--- src/rtl/rpsd_arb.sv ---
`default_nettype none
// ============================================================================
// Module      : rpsd_arb
// Description : Round-robin arbiter granting one of eight drives access to a
//               shared SD controller. A scan pointer walks the drives one per
//               clock; a requesting drive is latched (op + LSA) and presented
//               to the controller until it reports completion, then the drive
//               gets a one-cycle acknowledge and is given a bounded window to
//               drop its request before scanning resumes at the next unit.
// Ports       : clk, rst (async, active-high), clr (sync device clear)
//               rpSDREQ/rpSDOP/rpSDLSA - per-drive request, op, sector address
//               sdREQ/sdOP/sdLSA/sdSCAN - request to controller, granted unit
//               sdDONE                  - completion pulse from controller
//               rpSDACK                 - per-drive one-hot acknowledge
//               arbBUSY/arbTMO          - busy status, sticky hold timeout
// Revision    : 1.0 - initial release
// ============================================================================
module rpsd_arb #(
    parameter int HOLDMAX = 1023
) (
    input  logic         clk,
    input  logic         rst,
    input  logic         clr,
    input  logic [7:0]   rpSDREQ,
    input  logic [23:0]  rpSDOP,
    input  logic [167:0] rpSDLSA,
    output logic         sdREQ,
    output logic [2:0]   sdOP,
    output logic [20:0]  sdLSA,
    output logic [2:0]   sdSCAN,
    input  logic         sdDONE,
    output logic [7:0]   rpSDACK,
    output logic         arbBUSY,
    output logic         arbTMO
);

    localparam logic [1:0] ST_SCAN    = 2'd0;
    localparam logic [1:0] ST_BUSY    = 2'd1;
    localparam logic [1:0] ST_ACK     = 2'd2;
    localparam logic [1:0] ST_RELEASE = 2'd3;

    localparam logic [10:0] HOLD_LIMIT = 11'(HOLDMAX);

    logic [1:0]  state;
    logic [1:0]  next_state;
    logic [10:0] hold_cnt;
    logic        req_cur;
    logic [2:0]  op_cur;
    logic [20:0] lsa_cur;
    logic        hold_expired;

    // Select the slices belonging to the unit under the scan pointer.
    always_comb begin
        req_cur = 1'b0;
        op_cur  = 3'd0;
        lsa_cur = 21'd0;
        for (int n = 0; n < 8; n++) begin
            if (sdSCAN == 3'(n)) begin
                req_cur = rpSDREQ[n];
                op_cur  = rpSDOP[3*n +: 3];
                lsa_cur = rpSDLSA[21*n +: 21];
            end
        end
    end

    assign hold_expired = (hold_cnt == HOLD_LIMIT);

    // State register. sdREQ is registered alongside the state so that it is
    // high for exactly the cycles spent in BUSY.
    always_ff @(posedge clk or posedge rst) begin
        if (rst) begin
            state <= ST_SCAN;
            sdREQ <= 1'b0;
        end else if (clr) begin
            state <= ST_SCAN;
            sdREQ <= 1'b0;
        end else begin
            state <= next_state;
            sdREQ <= (next_state == ST_BUSY);
        end
    end

    // Next-state logic.
    always_comb begin
        next_state = state;
        case (state)
            ST_SCAN:    if (req_cur) next_state = ST_BUSY;
            ST_BUSY:    if (sdDONE)  next_state = ST_ACK;
            ST_ACK:     next_state = ST_RELEASE;
            ST_RELEASE: if (!req_cur || hold_expired) next_state = ST_SCAN;
            default:    next_state = ST_SCAN;
        endcase
    end

    // Outputs decoded from the state register only, so an asynchronous reset
    // clears them immediately.
    always_comb begin
        arbBUSY = (state != ST_SCAN);
        rpSDACK = 8'h00;
        if (state == ST_ACK) begin
            rpSDACK = 8'h01 << sdSCAN;
        end
    end

    // Scan pointer, latched operation, hold counter and timeout flag.
    always_ff @(posedge clk or posedge rst) begin
        if (rst) begin
            sdSCAN   <= 3'd0;
            sdOP     <= 3'd0;
            sdLSA    <= 21'd0;
            hold_cnt <= 11'd0;
            arbTMO   <= 1'b0;
        end else if (clr) begin
            sdSCAN   <= 3'd0;
            sdOP     <= 3'd0;
            sdLSA    <= 21'd0;
            hold_cnt <= 11'd0;
            arbTMO   <= 1'b0;
        end else begin
            case (state)
                ST_SCAN: begin
                    if (req_cur) begin
                        sdOP  <= op_cur;
                        sdLSA <= lsa_cur;
                    end else begin
                        sdSCAN <= sdSCAN + 3'd1;
                    end
                end
                ST_ACK: begin
                    hold_cnt <= 11'd0;
                end
                ST_RELEASE: begin
                    if (!req_cur || hold_expired) begin
                        // Advancing past the served unit gives round-robin order.
                        sdSCAN <= sdSCAN + 3'd1;
                        if (req_cur) begin
                            arbTMO <= 1'b1;
                        end
                    end else begin
                        hold_cnt <= hold_cnt + 11'd1;
                    end
                end
                default: begin
                end
            endcase
        end
    end

endmodule
`default_nettype wire

--- config.mk ---
export PLATFORM = sky130hd
export DESIGN_NAME = rpsd_arb
export DESIGN_NICKNAME = d
export VERILOG_FILES = /design/src/rtl/rpsd_arb.sv
export SDC_FILE = /design/constraint.sdc
export NUM_CORES = 1
export LEC_CHECK = 0
export CORE_MARGIN = 2
export CORE_UTILIZATION = 36
export DETAILED_ROUTE_END_ITERATION = 8
export PLACE_DENSITY = 0.88
export SYNTH_ARGS = -nofsm -noshare
export SYNTH_HDL_FRONTEND = slang
export SYNTH_SLANG_ARGS = --single-unit
--- constraint.sdc ---
create_clock -name clk -period 3.11 [get_ports clk]
set_input_delay 0.4665 -clock clk [delete_from_list [all_inputs] [get_ports clk]]
set_output_delay 0.4665 -clock clk [all_outputs]
set_load 0.005 [all_outputs]
==> results.toml <==
[outcome]
status = "finished, final reports clean"

[clock_tree]
postCtsSetupBuffers = 0
htreeDepth = 2
clk_latency_ps = 300
cts.sinks = 42
clockBufferDepth = 2
cts.hold.buffers_added = 0
cts_tree = "yes"
clockRootBuffer = "clkbuf_8"
path_clk_slew_ps = 90
cts_buffers = 5

[finish]
area_growth_syn_to_layout_pct = 64.9
multi_input_area_um2 = 2680
fill_cells = 909
drive_above_1_share_pct = 8.92
register_area_um2 = 1050
nets = 950
num_antenna_cells = 0

[yosys]
synth-edff-count = 0
ys_seq_elements = 42
synth_warnings = 0
ys_seq_area_share_pct = 26.3
async_reset_ff_share_pct = 100
netlist_area_um2 = 4000
syn_inst = 526
syn-num-nets = 737
avgSynthCellArea_um2 = 7.60
synthFlopType = "dfrtp_1"
yosysUniqueCellTypes = 54

[critical_path]
cp_max_fo = 58
ff2ff_path_depth = 9
r2r_start = "sdSCAN[1]"
arrival_ps = 2320
end_kind = "primary output"
critical_path_class = "flip-flop to primary output"
critical_path.startpoint_type = "flip-flop"
ff2ff_setup_slack_ps = 460
r2r-end = "sdLSA[20]"
critPathRequiredTime_ps = 2640

[worst_hold_path]
min_to = "sdLSA[6]"
hp-start = "sdLSA[6]"
hold_class = "flip-flop to flip-flop"
worstHoldPathCells = 1

[timing]
setup_tns_ps = 0
setup_viol = 0
slew_headroom_pct = 42.1
fin_crit_ps = 2790
fmax_mhz = 359
worst_pin_slew_ps = 864
rsz0062_at_grt = "no"
fin_ws_ps = 322
skew_ps = 11.7
period_share_pct = 89.6
final_max_slew_viol_count = 0
hold_violations = 0

[placed_design]
hpwl_mm = 12.9
portBuffers = 241
dp_slack_ps = 213
place.gp.congestion = 0.929

[routing]
first_pass_iters = 8
ant_nets = 0
postRouteWirelength_mm = 16.5
drt_iter0_drc = 381
drc = 0
viasPerCell = 5.66
vias = 4984
wire_per_inst_um = 18.8

[power]
power_density_nw_per_um2 = 728
power.leakage_nw = 2.42
seqPwrFrac_pct = 18.5
max-vdd-ir-drop_mv = 0.414
p_sw_share_pct = 45.7
p_sw_w = 0.00219
power.share.clock_pct = 9.1
pwr-share-comb_pct = 72.4
intPower_w = 0.00261

[floorplan]
pin_count = 242
die_area_um2 = 12000
core_area_um2 = 10800
start_util_pct = 36.9
die_y_um = 109
die_x_um = 109
std_cell_rows = 38

[global_routing]
grt_pass1_vias = 4975
antenna_found_initial = 0
grt_max_degree = 59
track_usage_pct = 25.9
grt_first_pass_wirelength_mm = 24.2
grt_overflow = 0

[job]
drv_cap = 0
worst max path at each step:
stage / depth (start not counted) / slack, ps / endpoint / startpoint
after floorplan: 11 / 650 / sdSCAN[0] / sdSCAN[2]
after global placement: 7 / 340 / sdOP[1] / rpSDREQ[0]
after detailed placement: 7 / 210 / sdLSA[15] / rpSDREQ[0]
after CTS: 8 / 190 / sdLSA[2] / sdSCAN[0]
after global routing: 5 / 180 / rpSDACK[1] / sdSCAN[1]
final: 5 / 320 / rpSDACK[1] / sdSCAN[1]
cell usage in the layout (no fill, tap or decap), types with 3 or more instances in the layout:
cell type / count
o21ai_0: 49
a21oi_1: 7
dfrtp_1: 41
xnor2_1: 4
or3_1: 3
inv_1: 7
nand3_1: 5
clkdlybuf4s50_1: 241
nor2_4: 4
a221o_1: 26
buf_4: 17
nand4_1: 4
a32o_1: 24
o211ai_1: 47
nand2_1: 149
clkbuf_8: 5
a21oi_2: 20
and3_1: 8
nor2_1: 17
ha_1: 5
and2_1: 3
logic make-up after synthesis:
family                   Yosys count  share of synthesized area, %
AO/OA/AOI/OAI                    190                          36.8
flip-flops                        42                          26.3
AND/OR/NAND/NOR                  215                          25.0
XOR/XNOR                           5                          1.10
buffers and inverters             62                          7.23
adder cells (fa/ha/maj)            7                          2.19
multiplexers                       5                          1.35
per-stage QoR:
| step | area (um^2) | hold slack, ps | power [W] | util [%] | cells |
|---|---|---|---|---|---|
| finish | 6590 | 524 | 0.00480 | 60.8 | 880 |
| global route | 6590 | 544 | 0.00512 | 60.8 | 880 |
| CTS | 6590 | 524 | 0.00480 | 60.7 | 880 |
| detailed placement | 6470 | 497 | 0.00434 | 59.7 | 872 |
| global placement | 6470 | 498 | 0.00426 | 59.7 | 872 |
| floorplan | 4000 | 490 | 0.00308 | - | 526 |
synthesized netlist by cell type (all sizes together) (3+ instances only):
cell type	instances	area share, %
o21ai	50	6.3
nand2	149	14
nand3	6	0.88
o211ai	47	8.8
dfrtp	42	26
nor2	21	2.7
inv	10	0.94
clkbuf	30	2.8
a221o	26	6.5
nor4	3	1.2
nor3	5	1.0
xnor2	4	0.88
and2	3	0.47
ha	7	2.2
a32o	24	6.0
and3	8	1.3
buf	22	3.5
nand4	4	0.63
mux2	3	0.85
or3	3	0.47
a21oi	28	5.5
flip-flops by register name, indices dropped and copies added, names as in the netlist:
register and count:
sdREQ 1, sdOP 3, hold_cnt 11, sdSCAN 3, state 2, sdLSA 21
arbTMO 1
routing by layer:
layer	global-route usage, %	routed length, um	part of all wire, %
met2	47.2	8250	50
met5	0	0	0
met1	29.7	6320	38
met4	9.49	546	3.3
met3	5.33	1410	8.5
timing repair:
| action | 4_1_cts | 5_1_grt |
|---|---|---|
| gates resized for setup | 0 | 1 |
| endpoints found under the setup margin | 0 | 10 |
| endpoints found under the hold margin | 0 | 0 |
critical path, cell delays in order, from the launching register on:
cell and delay [ps]:
dfrtp_1 440, inv_1 100, ha_2 240, buf_4 470, and3_1 250, clkdlybuf4s50_1 510
power by group through the flow:
stage / registers (W) / logic (W) / clock network (W)
floorplan: 0.000862 / 0.00222 / 0
global placement: 0.000885 / 0.00337 / 0
detailed placement: 0.000882 / 0.00346 / 0
CTS: 0.000884 / 0.00347 / 0.000444
global route: 0.000908 / 0.00375 / 0.000469
finish: 0.000887 / 0.00348 / 0.000435
final cells by class:
class | instances | share of cell area (%)
clock buffers | 5 | 1.04
clock inverters | 3 | 0.664
inverters | 10 | 0.569
multi-input cells | 422 | 40.6
flip-flops and latches | 42 | 16.0
well taps | 140 | 2.66
repair buffers | 258 | 38.5
No activity file was read; power rests on OpenSTA's default activity.
